$ cat src/rtl/crc_pkg.sv
//==============================================================================
// Module   : crc_pkg
// Brief    : Shared constants and the bit-serial step for the 10-bit message
//            CRC, G(y) = 1 + y + y^8 + y^9.
// Revision : 1.0 - initial release
//==============================================================================
`default_nettype none

package crc_pkg;

    localparam int MSG_W = 10;
    localparam int CRC_W = 9;
    localparam logic [CRC_W-1:0] POLY = 9'h103;

    // One LFSR step consuming message bit b, highest-order coefficient first.
    function automatic logic [CRC_W-1:0] crc_step(input logic [CRC_W-1:0] r,
                                                   input logic             b);
        logic fb;
        fb = r[CRC_W-1] ^ b;
        return {r[CRC_W-2:0], 1'b0} ^ (fb ? POLY : {CRC_W{1'b0}});
    endfunction

endpackage

`default_nettype wire

$ cat src/rtl/crc_stage.sv
//==============================================================================
// Module   : crc_stage
// Brief    : One pipeline level: NBITS serial CRC steps followed by a register
//            holding the partial remainder and the still-unconsumed bits.
// Revision : 1.0 - initial release
//==============================================================================
`default_nettype none

module crc_stage
    import crc_pkg::*;
#(
    parameter int NBITS = 3,
    parameter int IN_W  = 10,
    parameter int OUT_W = (IN_W > NBITS) ? (IN_W - NBITS) : 1
) (
    input  logic             clk,
    input  logic             reset,
    input  logic [CRC_W-1:0] i_rem,
    input  logic [IN_W-1:0]  i_msg,
    output logic [CRC_W-1:0] o_rem,
    output logic [OUT_W-1:0] o_msg
);

    logic [CRC_W-1:0] w_rem;
    logic [CRC_W-1:0] r_rem;

    always_comb begin
        w_rem = i_rem;
        for (int i = 0; i < NBITS; i++) begin
            w_rem = crc_step(w_rem, i_msg[IN_W-1-i]);
        end
    end

    always_ff @(posedge clk) begin
        if (reset) begin
            r_rem <= '0;
        end else begin
            r_rem <= w_rem;
        end
    end

    assign o_rem = r_rem;

    // The last level has nothing left to forward, so it carries no message register.
    generate
        if (IN_W > NBITS) begin : g_carry
            logic [OUT_W-1:0] r_msg;

            always_ff @(posedge clk) begin
                if (reset) begin
                    r_msg <= '0;
                end else begin
                    r_msg <= i_msg[OUT_W-1:0];
                end
            end

            assign o_msg = r_msg;
        end else begin : g_no_carry
            assign o_msg = '0;
        end
    endgenerate

endmodule

`default_nettype wire

$ cat src/rtl/crc_4_level_pipeline.sv
//==============================================================================
// Module   : crc_4_level_pipeline
// Brief    : 9-bit CRC remainder of a 10-bit message, one message per clock,
//            unrolled over four register levels (3,3,2,2 bits per level).
// Revision : 1.0 - initial release
//==============================================================================
`default_nettype none

module crc_4_level_pipeline
    import crc_pkg::*;
(
    input  logic             clk,
    input  logic             reset,
    input  logic [MSG_W-1:0] data_in,
    output logic [CRC_W-1:0] data_out
);

    localparam int c_left1_w = MSG_W - 3;
    localparam int c_left2_w = c_left1_w - 3;
    localparam int c_left3_w = c_left2_w - 2;

    logic [CRC_W-1:0]     w_rem1, w_rem2, w_rem3, w_rem4;
    logic [c_left1_w-1:0] w_msg1;
    logic [c_left2_w-1:0] w_msg2;
    logic [c_left3_w-1:0] w_msg3;
    logic                 w_unused_msg4;

    // Every message starts from a zero remainder.
    crc_stage #(.NBITS(3), .IN_W(MSG_W)) u_level1 (
        .clk   (clk),
        .reset (reset),
        .i_rem ({CRC_W{1'b0}}),
        .i_msg (data_in),
        .o_rem (w_rem1),
        .o_msg (w_msg1)
    );

    crc_stage #(.NBITS(3), .IN_W(c_left1_w)) u_level2 (
        .clk   (clk),
        .reset (reset),
        .i_rem (w_rem1),
        .i_msg (w_msg1),
        .o_rem (w_rem2),
        .o_msg (w_msg2)
    );

    crc_stage #(.NBITS(2), .IN_W(c_left2_w)) u_level3 (
        .clk   (clk),
        .reset (reset),
        .i_rem (w_rem2),
        .i_msg (w_msg2),
        .o_rem (w_rem3),
        .o_msg (w_msg3)
    );

    crc_stage #(.NBITS(2), .IN_W(c_left3_w)) u_level4 (
        .clk   (clk),
        .reset (reset),
        .i_rem (w_rem3),
        .i_msg (w_msg3),
        .o_rem (w_rem4),
        .o_msg (w_unused_msg4)
    );

    assign data_out = w_rem4;

endmodule

`default_nettype wire

$ cat config.mk
export PLATFORM = sky130hd
export DESIGN_NAME = crc_4_level_pipeline
export DESIGN_NICKNAME = d
export VERILOG_FILES = /design/src/rtl/crc_pkg.sv /design/src/rtl/crc_stage.sv /design/src/rtl/crc_4_level_pipeline.sv
export SDC_FILE = /design/constraint.sdc
export NUM_CORES = 1
export LEC_CHECK = 0
export CORE_ASPECT_RATIO = 0.8
export CORE_MARGIN = 1.5
export CORE_UTILIZATION = 45
export DETAILED_ROUTE_END_ITERATION = 6
export PLACE_DENSITY = 0.83
export SYNTH_ARGS = -nofsm -noshare
export SYNTH_HDL_FRONTEND = slang
export SYNTH_SLANG_ARGS = --single-unit
$ cat constraint.sdc
create_clock -name clk -period 1.05 [get_ports clk]
set_input_delay 0.21 -clock clk [delete_from_list [all_inputs] [get_ports clk]]
set_output_delay 0.21 -clock clk [all_outputs]
set_load 0.01 [all_outputs]
==> flow_metrics.env <==
export IMPL_outcome="finished with violations"
export IMPL_violations="setup timing"
export IMPL_grt_pass1_wl_mm=2.65
export IMPL_yosys_top_cells_area="dfxtp_1 69%, nor2b_1 18%, xnor2_1 4.3%"
export IMPL_avgSynthCellArea_um2=12.1
export IMPL_critPathMaxStageDelay_ns=0.35
export IMPL_pwr_share_comb_pct=9.6
export IMPL_endpoint="u_level4.o_rem[8]$_SDFF_PP0_"
export IMPL_dp_hpwl_um=935
export IMPL_pwr_share_clk_pct=29.2
export IMPL_start_kind="flip-flop"
export IMPL_ir_worst_vdd_uv=755
export IMPL_final_nets=139
export IMPL_finalCritPeriodShare_pct=113
export IMPL_crit_type="flip-flop to flip-flop"
export IMPL_wire_per_inst_um=9.00
export IMPL_cts_buffers=5
export IMPL_finalSetupTns_ns=-0.134
export IMPL_h_tree_depth=2
export IMPL_clkLatencyLatePin_ns=0.35
export IMPL_worstMarginPinSlew_ns=0.182
export IMPL_p_per_area_nw_per_um2=1810
export IMPL_dieArea_um2=3050
export IMPL_timing_final_ws_setup_ns=-0.134
export IMPL_synth_largest_area_cell="dfxtp_1"
export IMPL_clk_root_buffer_cell="clkbuf_4"
export IMPL_vias_per_cell=3.96
export IMPL_hold_buffers=0
export IMPL_p_int_mw=2.17
export IMPL_pin_count=21
export IMPL_p_leak_nw=0.637
export IMPL_ys_seq_area_share_pct=68.6
export IMPL_rsz0062_at_grt="true"
export IMPL_critPathTopFamily="XOR/XNOR gates"
export IMPL_max_freq_mhz=844
export IMPL_yosys_warnings=0
export IMPL_crit_buf_inv=0
export IMPL_drive_above_1_share_pct=21.9
export IMPL_synth_commonest_cells="42 x dfxtp_1, 35 x nor2b_1, 8 x nor2_1"
export IMPL_drv_cap=0
export IMPL_fillers=226
export IMPL_num_rows=16
export IMPL_cts_tree="done"
export IMPL_die_w_um=61.4
export IMPL_firstDrtPassIters=2
export IMPL_crit_chain="xor2_2, xor2_1, mux2_1"
export IMPL_clkTransAtPathRegs_ns=0.12
export IMPL_cts_sinks=42
export IMPL_synth_nets=113
export IMPL_overflow=0
export IMPL_end_kind="flip-flop"
export IMPL_ys_flop_type="dfxtp_1"
export IMPL_grt_pass1_vias=653
export IMPL_syn2layout_area_growth_pct=26.1
export IMPL_setup_violations_final=1
export IMPL_antenna_found_initial=0
export IMPL_crit_cells=3
export IMPL_synth_seq_cells=42
export IMPL_p_sw_share_pct=22.4
export IMPL_critPathLaunch="u_level3.o_msg[1]$_SDFF_PP0_"
export IMPL_die_height_um=49.7
export IMPL_ff2ff_path_depth=3
export IMPL_vias=650
export IMPL_reg2reg_slack_ns=-0.13
export IMPL_drv_slew=0
export IMPL_yosys_area_top_type_share_pct=68.6
export IMPL_ys_async_sr_fraction_pct=0
export IMPL_p_switching_mw=0.626
export IMPL_synth_edff_count=0
export IMPL_critical_path_arrival_ns=1.42
export IMPL_hold_ws_ns=0.408
export IMPL_worst_ep_required_time_ns=1.29
export IMPL_r2r_start="u_level3.o_msg[1]$_SDFF_PP0_"
export IMPL_hold_class="primary input to flip-flop"
export IMPL_hold_violations=0
export IMPL_grt_max_degree=42
export IMPL_grt_total_usage_pct=13.0
export IMPL_drt_iter0_drc=12
export IMPL_totalWireLength_mm=1.48
export IMPL_ant_nets=0
export IMPL_seq_power_share_pct=61.2
export IMPL_syn_inst=101
export IMPL_clock_path_buffers=2
export IMPL_drc=0
export IMPL_fin_worst_skew_ns=0.00923
export IMPL_relSlewSlack_pct=87.8
export IMPL_fin_crit_ns=1.18
export IMPL_synth_area_um2=1230
export IMPL_slowest_stage="dfxtp_2"
export IMPL_ys_types=8
export IMPL_gp_routability_congestion=0.641
export IMPL_path_max_fanout=2
export IMPL_synth_most_common_cell="dfxtp_1"
export IMPL_insertedDiodeCount=0
export IMPL_min_from="data_in[5]"
export IMPL_core_um2=2520
export IMPL_start_util_pct=48.6
export IMPL_worstReg2RegEnd="u_level4.o_rem[8]$_SDFF_PP0_"
export IMPL_numPortBuffers=20
worst min-delay path by stage:
stage | end | slack, ns | cells past startpoint
finish | u_level1.o_msg[5]$_SDFF_PP0_ | 0.41 | 2
global route | u_level1.o_msg[1]$_SDFF_PP0_ | 0.39 | 2
CTS | u_level1.o_msg[5]$_SDFF_PP0_ | 0.39 | 2
detailed placement | u_level3.o_msg[1]$_SDFF_PP0_ | 0.42 | 1
global placement | u_level3.o_msg[0]$_SDFF_PP0_ | 0.42 | 1
floorplan | u_level4.o_rem[3]$_SDFF_PP0_ | 0.28 | 1
stage by stage:
stage	total power [mW]	worst slack, ns	utilization (%)	area (um^2)	std cells
after floorplan	1.91	-0.0851	-	1240	101
after global placement	2.02	-0.164	59.6	1500	155
after detailed placement	2.03	-0.212	59.6	1500	155
after CTS	2.83	-0.150	60.7	1530	164
after global routing	2.94	-0.242	61.3	1550	164
final	2.80	-0.134	61.3	1550	164
placed cells by master, fill, tap and decap left out:
cell	instances
clkbuf_4	5
nor2_1	7
clkinvlp_4	1
nor2b_1	35
xor2_2	1
buf_4	2
xnor2_2	1
xnor2_1	5
buf_12	1
dfxtp_1	37
dfxtp_2	5
mux2_1	1
buf_6	2
clkdlybuf4s50_1	11
xnor3_1	1
xor2_1	3
clkinv_2	1
buf_2	7
nor2_2	1
clkbuf_8	1
state kept, by name, indices dropped and copies added (netlist names):
| name | cells |
|---|---|
| u_level1.o_msg | 7 |
| u_level4.o_rem | 9 |
| u_level2.o_msg | 4 |
| u_level2.o_rem | 7 |
| u_level3.o_rem | 9 |
| u_level3.o_msg | 2 |
| u_level1.o_rem | 4 |
kinds of logic (layout without fill, tap and decap cells):
group,Yosys count,in the layout,synth area share (%)
XOR/XNOR,11,11,8.98
buffers and inverters,4,31,1.22
flip-flops,42,42,68.6
multiplexers,1,1,0.918
AND/OR/NAND/NOR,43,43,20.3
power groups by stage:
stage	combinational, mW	sequential [mW]	clock (mW)
2_1_floorplan	0.148	1.76	0
3_3_place_gp	0.272	1.75	0
3_5_place_dp	0.279	1.75	0
4_1_cts	0.272	1.71	0.844
5_1_grt	0.299	1.72	0.922
6_report	0.270	1.71	0.816
layer usage:
layer / share of wire (%) / up-vias / track usage [%]
li1: - / 356 / -
met1: 41 / 265 / 11.9
met2: 45 / 24 / 20.4
met3: 9.1 / 5 / 7.09
met4: 4.5 / 0 / 10.6
met5: 0 / - / 0
timing repair:
action,CTS,global route
pin swaps,1,2
setup buffers,1,0
setup endpoints to repair,10,8
gates cloned,0,0
resized for setup,37,4
worst reg2reg max path: cells and delay by family, from the launching register on:
kind,cells,cell delay (ns)
xor+xnor,2,0.39
mux,1,0.35
flops,1,0.35
cell type report:
class                      instances  area [um^2]  share of cell area (%)
multi-input combinational         55          388                    25.1
timing repair buffer              23          203                    13.1
clock inverter                     2         12.5                   0.809
tap                               36         45.0                    2.91
clock buffer                       6         51.3                    3.32
sequential                        42          847                    54.8
Note: power is estimated with default switching activity, not from simulation.
